## config.mk

```make
export PLATFORM = sky130hd
export DESIGN_NAME = gbf_req_arb
export DESIGN_NICKNAME = d
export VERILOG_FILES = /design/src/rtl/gbf_req_arb.sv
export SDC_FILE = /design/constraint.sdc
export NUM_CORES = 1
export LEC_CHECK = 0
export BUFFER_PORTS_ARGS = -buffer_cell sky130_fd_sc_hd__buf_2
export CORE_MARGIN = 2
export CORE_UTILIZATION = 40
export CTS_CLUSTER_DIAMETER = 50
export DETAILED_ROUTE_END_ITERATION = 8
export GPL_ROUTABILITY_DRIVEN = 0
export PLACE_DENSITY_LB_ADDON = 0.12
export RECOVER_POWER = 25
export SYNTH_ARGS = -nofsm -noshare
export SYNTH_HDL_FRONTEND = slang
export SYNTH_SLANG_ARGS = --single-unit
export TNS_END_PERCENT = 30
```

## constraint.sdc

```tcl
create_clock -name clk -period 8.4 [get_ports clk]
set_input_delay 0.42 -clock clk [delete_from_list [all_inputs] [get_ports clk]]
set_output_delay 0.42 -clock clk [all_outputs]
set_load 0.005 [all_outputs]
```

## src/rtl/gbf_req_arb.sv

```systemverilog
// gbf_req_arb
// Refill-request arbiter between NUM_CH global-buffer SRAM banks and one
// shared DRAM fetch port. Tracks per-bank occupancy and words in flight,
// round-robin picks a hungry bank, and issues one BURST-word request per
// Req/Ack handshake. Flags full/empty and sticky overflow/underflow.
//
// Ports
//   clk, rst_n : clock, asynchronous active-low reset
//   Reset      : synchronous clear (same effect as rst_n)
//   CfgThr     : refill threshold (held static while Req=1)
//   EnWr/EnRd  : per-bank single-word write/read beats
//   Ack        : fetch port accepts the current request
//   Req/ReqCh  : registered request valid and requested bank
//   Occ        : per-bank occupancy, bank i at [i*OCC_W +: OCC_W]
//   Full/Empty : Occ==DEPTH / Occ==0 per bank
//   ErrOvf     : sticky, write dropped because bank full
//   ErrUdf     : sticky, read dropped because bank empty
module gbf_req_arb #(
  parameter  int unsigned NUM_CH = 4,
  parameter  int unsigned DEPTH  = 128,
  parameter  int unsigned BURST  = 32,
  localparam int unsigned OCC_W  = $clog2(DEPTH + 1),
  localparam int unsigned CH_W   = $clog2(NUM_CH)
) (
  input  logic                      clk,
  input  logic                      rst_n,
  input  logic                      Reset,
  input  logic [OCC_W-1:0]          CfgThr,
  input  logic [NUM_CH-1:0]         EnWr,
  input  logic [NUM_CH-1:0]         EnRd,
  input  logic                      Ack,
  output logic                      Req,
  output logic [CH_W-1:0]           ReqCh,
  output logic [NUM_CH*OCC_W-1:0]   Occ,
  output logic [NUM_CH-1:0]         Full,
  output logic [NUM_CH-1:0]         Empty,
  output logic [NUM_CH-1:0]         ErrOvf,
  output logic [NUM_CH-1:0]         ErrUdf
);

  // Two spare bits: Occ+Pend+BURST can reach 3*DEPTH in corner cases.
  localparam int unsigned SUM_W = OCC_W + 2;

  typedef enum logic {
    S_IDLE = 1'b0,
    S_WAIT = 1'b1
  } state_t;

  state_t            state_q, state_d;
  logic              req_q, req_d;
  logic [CH_W-1:0]   req_ch_q, req_ch_d;
  logic [CH_W-1:0]   rr_q, rr_d;
  logic [OCC_W-1:0]  occ_q  [NUM_CH];
  logic [OCC_W-1:0]  pend_q [NUM_CH];
  logic [SUM_W-1:0]  sum_w  [NUM_CH];
  logic [NUM_CH-1:0] ovf_q, udf_q;
  logic [NUM_CH-1:0] full_w, empty_w, wa, ra, elig, grant;
  logic [CH_W:0]     idx;
  logic [CH_W-1:0]   sel;
  logic              found;

  // Per-bank status, accept flags, eligibility and grant
  always_comb begin
    full_w  = '0;
    empty_w = '0;
    wa      = '0;
    ra      = '0;
    elig    = '0;
    grant   = '0;
    for (int unsigned i = 0; i < NUM_CH; i++) begin
      sum_w[i]   = SUM_W'(occ_q[i]) + SUM_W'(pend_q[i]);
      full_w[i]  = (occ_q[i] == OCC_W'(DEPTH));
      empty_w[i] = (occ_q[i] == '0);
      // A full bank still takes a write when a read drains it the same cycle
      wa[i]      = EnWr[i] & (~full_w[i] | EnRd[i]);
      ra[i]      = EnRd[i] & ~empty_w[i];
      elig[i]    = (sum_w[i] <= SUM_W'(CfgThr)) &&
                   ((sum_w[i] + SUM_W'(BURST)) <= SUM_W'(DEPTH)) &&
                   !(req_q && (req_ch_q == CH_W'(i)));
      grant[i]   = (state_q == S_WAIT) && Ack && (req_ch_q == CH_W'(i));
    end
  end

  // Round-robin pick: first eligible bank at or after rr_q, wrapping
  always_comb begin
    idx   = '0;
    sel   = rr_q;
    found = 1'b0;
    for (int unsigned k = 0; k < NUM_CH; k++) begin
      idx = {1'b0, rr_q} + (CH_W + 1)'(k);
      if (idx >= (CH_W + 1)'(NUM_CH)) begin
        idx = idx - (CH_W + 1)'(NUM_CH);
      end
      if (!found && elig[idx[CH_W-1:0]]) begin
        found = 1'b1;
        sel   = idx[CH_W-1:0];
      end
    end
  end

  // Request FSM next state
  always_comb begin
    state_d  = state_q;
    req_d    = req_q;
    req_ch_d = req_ch_q;
    rr_d     = rr_q;
    unique case (state_q)
      S_IDLE: begin
        if (found) begin
          state_d  = S_WAIT;
          req_d    = 1'b1;
          req_ch_d = sel;
        end
      end
      S_WAIT: begin
        if (Ack) begin
          state_d = S_IDLE;
          req_d   = 1'b0;
          rr_d    = (req_ch_q == CH_W'(NUM_CH - 1)) ? '0 : req_ch_q + CH_W'(1);
        end
      end
      default: begin
        state_d = S_IDLE;
        req_d   = 1'b0;
      end
    endcase
  end

  always_ff @(posedge clk or negedge rst_n) begin
    if (!rst_n) begin
      state_q  <= S_IDLE;
      req_q    <= 1'b0;
      req_ch_q <= '0;
      rr_q     <= '0;
      ovf_q    <= '0;
      udf_q    <= '0;
      for (int unsigned i = 0; i < NUM_CH; i++) begin
        occ_q[i]  <= '0;
        pend_q[i] <= '0;
      end
    end else if (Reset) begin
      state_q  <= S_IDLE;
      req_q    <= 1'b0;
      req_ch_q <= '0;
      rr_q     <= '0;
      ovf_q    <= '0;
      udf_q    <= '0;
      for (int unsigned i = 0; i < NUM_CH; i++) begin
        occ_q[i]  <= '0;
        pend_q[i] <= '0;
      end
    end else begin
      state_q  <= state_d;
      req_q    <= req_d;
      req_ch_q <= req_ch_d;
      rr_q     <= rr_d;
      ovf_q    <= ovf_q | (EnWr & ~wa);
      udf_q    <= udf_q | (EnRd & ~ra);
      for (int unsigned i = 0; i < NUM_CH; i++) begin
        occ_q[i]  <= occ_q[i] + (wa[i] ? OCC_W'(1) : '0)
                              - (ra[i] ? OCC_W'(1) : '0);
        // Grant adds a burst; writes only retire in-flight words while any remain
        pend_q[i] <= pend_q[i] + (grant[i] ? OCC_W'(BURST) : '0)
                               - ((wa[i] && (pend_q[i] != '0)) ? OCC_W'(1) : '0);
      end
    end
  end

  always_comb begin
    Occ = '0;
    for (int unsigned i = 0; i < NUM_CH; i++) begin
      Occ[i*OCC_W +: OCC_W] = occ_q[i];
    end
  end

  assign Req    = req_q;
  assign ReqCh  = req_ch_q;
  assign Full   = full_w;
  assign Empty  = empty_w;
  assign ErrOvf = ovf_q;
  assign ErrUdf = udf_q;

endmodule

```

==> summary.md, run 1 <==
| Metric | Value |
|---|---|
| Outcome | finished, violations left |
| Failing checks | max-capacitance violations, max-slew violations |
| Crit share post-route | 47.5% |
| Slew Limit Fails | 81 |
| Largest net degree at the start of global routing | 80 |
| Ys Warns | 0 |
| Worst stage delay on the critical path | 2.15 ns |
| Main synth FF type | dfrtp_1 |
| CP bufs+invs | 2 |
| Most Frequent Cell on Critical Path | clkbuf_1 |
| Hold Path Class | in -> reg |
| Minimum clock period | 3.99 ns |
| Final #Nets | 1089 |
| Pwr Total | 3.83 mW |
| TNS Setup | 0 ns |
| Vias | 5736 |
| Core Box Area | 18000 um2 |
| Register area share after synthesis | 26.4% |
| Full die area | 19600 um2 |
| Crit path launch type | input pin |
| Synthesized cell area | 7380 um2 |
| Slew of the pin with the lowest slew margin | 2.93 ns |
| # IOs | 71 |
| Chip width | 140 um |
| DR pass1 iterations | 4 |
| IO Port Bufs | 70 |
| Number of buffers created by CTS | 9 |
| Count leader, synth | ha_1 |
| Hold path startpoint | EnWr[1] |
| Die height | 140 um |
| Met3 Use GR | 3.54% |
| WS Path Type | in -> async |
| Initial antenna violation count | 0 |
| Syn_nets | 1016 |
| Hold Buf Count CTS | 0 |
| Resized Gates After CTS | 0 |
| Slowest stage cell, crit path | clkbuf_1 |
| DP Area | 8000 um2 |
| Seq cells post-synth | 78 |
| Worst vdd ir | 178 uV |
| Clock buffer depth | 2 |
| Kind of cell adding the most delay to the critical path | buffers and inverters |
| Ranking of synthesized cells by area | dfrtp_1, ha_1, inv_1 |
| Crit end category | async pin |
| Fmax | 250 MHz |
| Remaining DRCs | 0 |
| Area leader, netlist | dfrtp_1 |
| Met1 GRT Util | 25.3% |
| Average wire per standard cell | 14.9 um |
| Clock Sinks | 78 |
| CTS tree | yes |
| WL final | 16900 um |
| Share of layout cells above drive strength 1 | 10.9% |
| Worst Path Required | 8.22 ns |
| Syn Inst Count | 828 |
| Worst Path Arrival | 3.81 ns |
| Syn avg cell area | 8.92 um2 |
| Area growth syn-to-layout | 12.1% |
| Final hold vios | 0 |
| Leakage | 4.24 nW |
| Routed Antenna Nets | 0 |
| Critical path origin | rst_n |
| Drt first-iter violations | 231 |
| Starting Density | 41.0% |
| Synth unique cells | 53 |
| Post-CTS setup buffer count | 0 |
| Slew margin rel. | -95.5% |
| GRT overflow | 0 |
| Ordered list of cells on the worst path | clkbuf_1 > clkbuf_1 |
| Post-synth EDFFs | 0 |
| GR Util met2 | 30.6% |
| Cell area after layout | 8280 um2 |
| Reg-to-Reg Start | Occ[16] |
| Most used routing layer | met2 |
| Post-synth top area share | 26.4% |
| Via-to-Cell Ratio | 5.05 |
| Worst-path clk slew | 0.06 ns |
| Setup-failing EPs final | 0 |
| RSZ-0062 raised after global routing | no |
| Ys async rst share | 100% |
| Cell area power density | 462 nW/um2 |
| Inserted Diodes | 0 |
| Post-route clock skew | 0.00763 ns |
| # rows | 49 |
| Commonest cells in the netlist | ha_1, inv_1, nor2_1 |
| GRT Total Usage | 18.6% |
| Max Fanout on Critical Path | 50 |
| Max_cap viols | 2 |
| Clk_lat worst skew | 0.35 ns |
| DPL Wire Length | 13100 um |
| Vias in the first global route | 5888 |
| Root buffer cell | clkbuf_16 |
| H-tree levels | 3 |
| First-pass GRT wire length | 29500 um |
[metrics by stage]
step	util [%]	cells	hold slack, ns	setup slack [ns]
3_5_place_dp	44.4	1119	0.384	4.69
6_report	45.9	1135	0.321	4.41
5_1_grt	45.9	1135	0.345	3.38
3_3_place_gp	44.4	1119	0.382	4.72
4_1_cts	46.0	1135	0.00288	4.68
2_1_floorplan	-	828	0.124	5.07
[worst paths after layout]
check | endpoint | slack [ns] | cells past startpoint
setup / recovery | pend_q[0] | 4.41 | 2
hold / removal | ErrOvf[1] | 0.32 | 3
setup reg to reg | ReqCh[0] | 4.68 | 15
hold reg to reg | ErrOvf[1] | 0.49 | 2
max in group clk | ReqCh[0] | 4.68 | 15
min in group asynchronous | Occ[17] | 0.50 | 1
[cell families after synthesis]
group / Yosys count / share of synthesized area (%)
AO/OA/AOI/OAI: 178 / 15.5
XOR/XNOR: 61 / 7.24
flip-flops: 78 / 26.4
adder cells (fa/ha/maj): 168 / 29.7
buffers and inverters: 129 / 6.56
AND/OR/NAND/NOR: 212 / 14.3
multiplexers: 2 / 0.288
[power by group]
part	switching [mW]	internal, mW	leakage [nW]
sequential	0.173	0.528	1.02
combinational	1.45	1.29	3.09
clock	0.176	0.216	0.138
[sequential cells by signal (all words and copies together), names as in the netlist]
signal / cells
state_q: 1
ReqCh: 2
Req: 1
ErrUdf: 4
Occ: 32
pend_q: 32
ErrOvf: 4
rr_q: 2
[cell type report]
class,instances,area (um2)
fill,1828,9750
multi-input combinational,621,4950
sequential,78,1950
inverter,119,447
timing repair buffer,72,360
tap,229,287
clock buffer,11,253
clock inverter,5,33.8
[placed cells by master (no fill, tap or decap), drive strengths merged, types with 6 or more instances in the layout]
master  count
and2        6
fa         12
nand3       7
nor2      101
inv       119
xor2       14
clkbuf     13
o21bai     29
ha        156
o21ai      23
a211oi      7
dfrtp      78
nor3       13
a21oi      65
nand4       6
nor4       10
nand2      24
nor2b      24
buf        70
a31oi       7
o21a        9
xnor2      47
a21o       13
[layer usage]
| layer | vias to the layer above | wire length [um] | part of all wire, % |
|---|---|---|---|
| met2 | 67 | 7610 | 45 |
| met1 | 2676 | 8540 | 51 |
| met4 | 0 | 185 | 1.1 |
| met5 | - | 0 | 0 |
| li1 | 2981 | - | - |
| met3 | 12 | 551 | 3.3 |
(Power assumes the default switching activity.)
==> run 2, diff against run 1 <==
==> constraint.sdc (replaced) <==
create_clock -name clk -period 3.61 [get_ports clk]
set_input_delay 0.1805 -clock clk [delete_from_list [all_inputs] [get_ports clk]]
set_output_delay 0.1805 -clock clk [all_outputs]
set_load 0.005 [all_outputs]
==> run 2 against run 1 <==
Against the previous run:
- utilization increased by 3.9 points
- the run still ends with max-capacitance violations, max-slew violations left
- setup slack got worse by 4.3 ns
- die area unchanged
- wire length increased by 3.1%
- cell count increased by 4.6%
- clock-buffer cell count decreased by 1
- critical path type is now reg -> reg
- power increased to 2.6 times the previous value
- critical path depth increased by 15
==> summary.md, run 2 (synthesized netlist as in run 1, its figures left out) <==
| Metric | Value |
|---|---|
| DR pass1 iterations | 4 (unchanged) |
| Final hold vios | 0 (unchanged) |
| Inst Count DP | 1157 (+3.4%) |
| M1 wire length | 8610 um (+0.86%) |
| Final #Nets | 1141 (+4.8%) |
| Worst-path clk slew | 0.06 ns (about the same) |
| Die height | 140 um (unchanged) |
| H-tree levels | 3 (unchanged) |
| Setup ws final | 0.0871 ns (-4.32 ns) |
| Slew Limit Fails | 58 (-28%) |
| Met3 wire length | 620 um (+13%) |
| Hold Path Class | in -> reg |
| First-pass GRT wire length | 28800 um (-2.2%) |
| CTS tree | yes |
| Reg2reg end | ReqCh[1] |
| Pwr Total | 10.0 mW (+160%) |
| GRT Total Usage | 18.2% (-0.41 points) |
| Uppermost routed layer | met4 |
| Worst vdd ir | 442 uV (+150%) |
| Most common cell after layout, fill and taps aside | ha_1 |
| Routed Antenna Nets | 0 (unchanged) |
| Max_cap viols | 1 (-1) |
| Inserted Diodes | 0 (unchanged) |
| Remaining DRCs | 0 (unchanged) |
| Worst Path Arrival | 3.79 ns (-0.02 ns) |
| Initial antenna violation count | 0 (unchanged) |
| Root buffer cell | clkbuf_16 |
| Core Box Area | 18000 um2 (unchanged) |
| Clock buffer depth | 2 (unchanged) |
| Cell area power density | 1120 nW/um2 (+140%) |
| TNS Setup | 0 ns (unchanged) |
| Via-to-Cell Ratio | 5.00 (-1.0%) |
| GRT overflow | 0 (unchanged) |
| Starting Density | 41.0% (unchanged) |
| IO Port Bufs | 70 (unchanged) |
| Chip width | 140 um (unchanged) |
| Area growth syn-to-layout | 21.7% |
| Vias | 5939 (+3.5%) |
| Leakage | 4.57 nW (+7.9%) |
| Drt first-iter violations | 233 (+0.87%) |
| Post-route clock skew | 0.00832 ns (+0.000692 ns) |
| Clk_lat worst skew | 0.35 ns (about the same) |
| Minimum clock period | 3.52 ns |
| Crit end category | register |
| Full die area | 19600 um2 (unchanged) |
| Met2 wire length | 8060 um (+5.8%) |
| # IOs | 71 (unchanged) |
| Number of buffers created by CTS | 9 (unchanged) |
| Fmax | 284 MHz |
| Outcome | finished, violations left |
| Most frequent cells in the layout | ha_1, inv_1, nor2_1 |
| Hold Worst Slack | 0.0807 ns (-0.241 ns) |
| RSZ-0062 raised after global routing | yes |
| Hold path depth | 3 (unchanged) |
| Number of fill cells | 1785 (-2.4%) |
| R2R setup slack | 0.09 ns (-4.59 ns) |
| Vias in the first global route | 5876 (-0.20%) |
| Slew of the pin with the lowest slew margin | 1.58 ns (-1.35 ns) |
| Slew margin rel. | -5.35% (+90 points) |
| Max Fanout on Critical Path | 6 (-88%) |
| Share of layout cells above drive strength 1 | 19.1% (+8.2 points) |
| DPL Wire Length | 13600 um (+3.2%) |
| Reg2Reg Depth | 17 (+2) |
| Hold Crit Endpoint | ErrOvf[3] |
| WS Path Type | reg -> reg |
| Reg-to-Reg Start | Occ[24] |
| Clock Sinks | 78 (unchanged) |
| WL final | 17400 um (+3.1%) |
| Setup-failing EPs final | 0 (unchanged) |
| # rows | 49 (unchanged) |
| Crit share post-route | 97.6% |
| Non-filler cells, final | 1187 (+4.6%) |
| Failing checks | max-capacitance violations, max-slew violations |
| Largest net degree at the start of global routing | 58 (-28%) |
| Average wire per standard cell | 14.7 um (-1.5%) |
| Pre-CTS setup slack | 0.0313 ns (-4.66 ns) |
| Crit path launch type | register |
| Worst Path Required | 3.87 ns (-4.35 ns) |
| Hold path startpoint | EnWr[3] |
[run 2: cell type report]
type / instances / area (um2) / area share, %
clock buffers: 10 / 239 / 2.66
clock inverters: 6 / 133 / 1.48
inverters: 119 / 447 / 4.97
multi-input cells: 621 / 5170 / 57.6
flip-flops and latches: 78 / 1950 / 21.7
well taps: 229 / 287 / 3.19
repair buffers: 124 / 756 / 8.41
[run 2: stage by stage]
stage / util [%] / instance area (um2)
finish: 49.8 / 8980
global route: 49.8 / 8980
CTS: 48.1 / 8670
detailed placement: 46.0 / 8290
global placement: 46.0 / 8290
floorplan: - / 7380
[run 2: metal layers]
layer  up-vias  GRT usage [%]
li1       3073              -
met1      2778           24.7
met2        81           30.5
met3         7           3.10
met4         0           3.95
met5         -              0
[run 2: power by group]
part           total (mW)  internal [mW]  leakage, nW  switching, mW
Sequential           1.57           1.23         1.02          0.346
Combinational        7.28           3.59         3.38           3.69
Clock                1.17          0.764        0.179          0.401
Total                10.0           5.58         4.57           4.44
[run 2: worst max-delay path by stage]
stage	startpoint	to	slack, ns	cells after the start
floorplan	Occ[11]	Req	0.28	14
global placement	pend_q[9]	ReqCh[0]	0.07	16
detailed placement	Occ[24]	ReqCh[0]	0.03	18
CTS	Occ[24]	ReqCh[0]	0.02	18
global route	Occ[11]	ReqCh[1]	-0.13	14
finish	Occ[24]	ReqCh[1]	0.09	17
[run 2: timing repair]
item,in CTS,in global routing
hold buffers,1,0
resized for setup,0,44
setup buffers,0,14
hold endpoints to repair,56,0
endpoints found under the setup margin,0,11
[run 2: worst max-delay path, stage by stage (launching register included)]
cell      delay, ns
dfrtp_1        0.36
ha_2           0.19
inv_2          0.04
fa_2           0.38
nand2b_4       0.16
a21oi_4        0.16
o311a_1        0.21
nor3_2         0.06
ha_1           0.31
o21a_1         0.12
o21a_1         0.12
o22ai_2        0.07
a31o_2         0.23
nand4b_4       0.11
nor2_4         0.07
nor4_4         0.49
nor2_1         0.10
a211oi_2       0.23
==> run 3, diff against run 2 <==
--- a/config.mk
+++ b/config.mk
@@ -6,7 +6,6 @@
 export NUM_CORES = 1
 export LEC_CHECK = 0
 export BUFFER_PORTS_ARGS = -buffer_cell sky130_fd_sc_hd__buf_2
-export CORE_MARGIN = 2
 export CORE_UTILIZATION = 40
 export CTS_CLUSTER_DIAMETER = 50
 export DETAILED_ROUTE_END_ITERATION = 8
==> run 3 against run 2 <==
Against the previous run:
- the run still ends with max-capacitance violations, max-slew violations left
- wire length down 2.6%
- highest routed layer unchanged
- first-iteration DRC count down 15%
- non-clock buffer count down 4
- largest power group unchanged
- utilization down 1.1 points
- combinational power down 1%
- critical endpoint is now ReqCh[0]
- power down 3.6%
==> summary.md, run 3 (synthesized netlist as in run 1, its figures left out) <==
| Metric | Value |
|---|---|
| Hold path depth | 3 (unchanged) |
| GRT Total Usage | 18.6% (+0.40 points) |
| Reg-to-Reg Start | Occ[24] |
| Hold path startpoint | EnWr[0] |
| TNS Setup | 0 ns (unchanged) |
| Root buffer cell | clkbuf_16 |
| Clock buffer depth | 2 (unchanged) |
| Setup ws final | 0.0820 ns (-0.00516 ns) |
| Outcome | finished, violations left |
| Reg2Reg Depth | 18 (+1) |
| Pre-CTS setup slack | 0.0151 ns (-0.0162 ns) |
| Worst Path Arrival | 3.80 ns (about the same) |
| First-pass GRT wire length | 27400 um (-5.0%) |
| Clock Sinks | 78 (unchanged) |
| Vias | 5870 (-1.2%) |
| Hold Path Class | in -> reg |
| Chip width | 138 um (-1.4%) |
| WS Path Type | reg -> reg |
| Leakage | 4.42 nW (-3.3%) |
| Max Fanout on Critical Path | 6 (unchanged) |
| Clk_lat worst skew | 0.35 ns (about the same) |
| Cell area power density | 1100 nW/um2 (-1.4%) |
| Hold Crit Endpoint | ErrOvf[0] |
| Post-route clock skew | 0.00757 ns (-0.000745 ns) |
| Drt first-iter violations | 198 (-15%) |
| DPL Wire Length | 13300 um (-1.7%) |
| Most frequent cells in the layout | ha_1, inv_1, nor2_1 |
| GRT overflow | 0 (unchanged) |
| Max_cap viols | 1 (unchanged) |
| Routed Antenna Nets | 0 (unchanged) |
| RSZ-0062 raised after global routing | yes |
| DR pass1 iterations | 4 (unchanged) |
| Die height | 138 um (-1.4%) |
| Vias in the first global route | 5635 (-4.1%) |
| Initial antenna violation count | 0 (unchanged) |
| Core Box Area | 18000 um2 (unchanged) |
| Crit end category | register |
| Starting Density | 41.0% (unchanged) |
| Number of buffers created by CTS | 9 (unchanged) |
| Fmax | 283 MHz (-0.15%) |
| Full die area | 19000 um2 (-2.8%) |
| Crit path launch type | register |
| Setup-failing EPs final | 0 (unchanged) |
| Slew margin rel. | -3.50% (+1.8 points) |
| # IOs | 71 (unchanged) |
| Worst-path clk slew | 0.07 ns (about the same) |
| Number of fill cells | 1802 (+0.95%) |
| Share of layout cells above drive strength 1 | 16.1% (-3.0 points) |
| H-tree levels | 3 (unchanged) |
| Slew Limit Fails | 59 (+1.7%) |
| Final hold vios | 0 (unchanged) |
| IO Port Bufs | 70 (unchanged) |
| Worst vdd ir | 473 uV (+7.1%) |
| Crit share post-route | 97.7% (+0.14 points) |
| Via-to-Cell Ratio | 4.96 (-0.83%) |
| CTS tree | yes |
| Largest net degree at the start of global routing | 59 (+1.7%) |
| WL final | 16900 um (-2.6%) |
| # rows | 49 (unchanged) |
| Most common cell after layout, fill and taps aside | ha_1 |
| Area growth syn-to-layout | 18.9% |
| Minimum clock period | 3.53 ns (+0.00516 ns) |
| Inserted Diodes | 0 (unchanged) |
| R2R setup slack | 0.08 ns (about the same) |
| Worst Path Required | 3.88 ns (about the same) |
| Average wire per standard cell | 14.3 um (-2.3%) |
| Slew of the pin with the lowest slew margin | 1.55 ns (-0.0276 ns) |
| Reg2reg end | ReqCh[0] |
| Final #Nets | 1137 (-0.35%) |
| Failing checks | max-capacitance violations, max-slew violations |
| Remaining DRCs | 0 (unchanged) |
-- run 3: cell count changes in the layout (fill, tap and decap cells not counted), sizes merged --
cell | before | now
buf | 120 | 97
bufinv | 4 | 0
clkbuf | 13 | 33
clkinv | 1 | 2
clkinvlp | 1 | 2
inv | 119 | 120
-- run 3: final cells by class --
| cell class | count | area (um2) | area share [%] |
|---|---|---|---|
| multi-input cells | 621 | 5120 | 58.3 |
| repair buffers | 120 | 702 | 7.99 |
| flip-flops and latches | 78 | 1950 | 22.2 |
| clock buffers | 11 | 243 | 2.76 |
| well taps | 229 | 287 | 3.26 |
| inverters | 119 | 447 | 5.09 |
| clock inverters | 5 | 33.8 | 0.385 |
-- run 3: worst max path at each step --
| stage | to | from | slack [ns] |
|---|---|---|---|
| 5_1_grt | ReqCh[0] | Occ[24] | -0.11 |
| 2_1_floorplan | Req | Occ[11] | 0.28 |
| 4_1_cts | ReqCh[0] | pend_q[9] | 0.01 |
| 6_report | ReqCh[0] | Occ[24] | 0.08 |
| 3_3_place_gp | ReqCh[0] | Occ[16] | 0.08 |
| 3_5_place_dp | ReqCh[0] | pend_q[9] | 0.02 |
-- run 3: power breakdown --
part / switching [mW] / internal (mW)
Clock: 0.393 / 0.485
Combinational: 3.70 / 3.51
Sequential: 0.345 / 1.23
Total: 4.44 / 5.23
-- run 3: stage by stage --
step / total power [mW] / cell area [um2] / util, % / std cells / hold WS, ns
final: 9.66 / 8780 / 48.7 / 1183 / 0.0828
after global routing: 10.8 / 8780 / 48.7 / 1183 / 0.101
after CTS: 9.27 / 8570 / 47.5 / 1173 / 0.0725
after detailed placement: 8.29 / 8280 / 45.9 / 1156 / 0.314
after global placement: 8.30 / 8280 / 45.9 / 1156 / 0.309
after floorplan: 6.61 / 7380 / - / 828 / -0.115
-- run 3: worst max-delay path, cell delays in order, from the launching register on --
cell	delay, ns
dfrtp_1	0.38
ha_2	0.19
inv_2	0.06
fa_2	0.21
nand2b_4	0.14
a21oi_4	0.06
o311a_1	0.36
nor3_2	0.22
ha_1	0.27
o21a_1	0.11
o21a_1	0.16
o22ai_1	0.14
a31o_2	0.15
nand4b_4	0.12
nor2_4	0.22
buf_4	0.15
o22ai_1	0.07
a221oi_2	0.30
o2bb2ai_1	0.14
-- run 3: metal layers --
metal  vias up  GRT usage (%)  wire length [um]
li1       3079              -                 -
met4         0           4.65               164
met3        11           3.44               634
met2        67           29.7              7610
met1      2713           25.8              8540
met5         -              0                 0
-- run 3: timing repair --
action,CTS,global route
hold buffers,1,0
hold endpoints to repair,57,0
endpoints found under the setup margin,2,9
pin swaps,1,20
buffers inserted,0,13
resized for setup,1,36
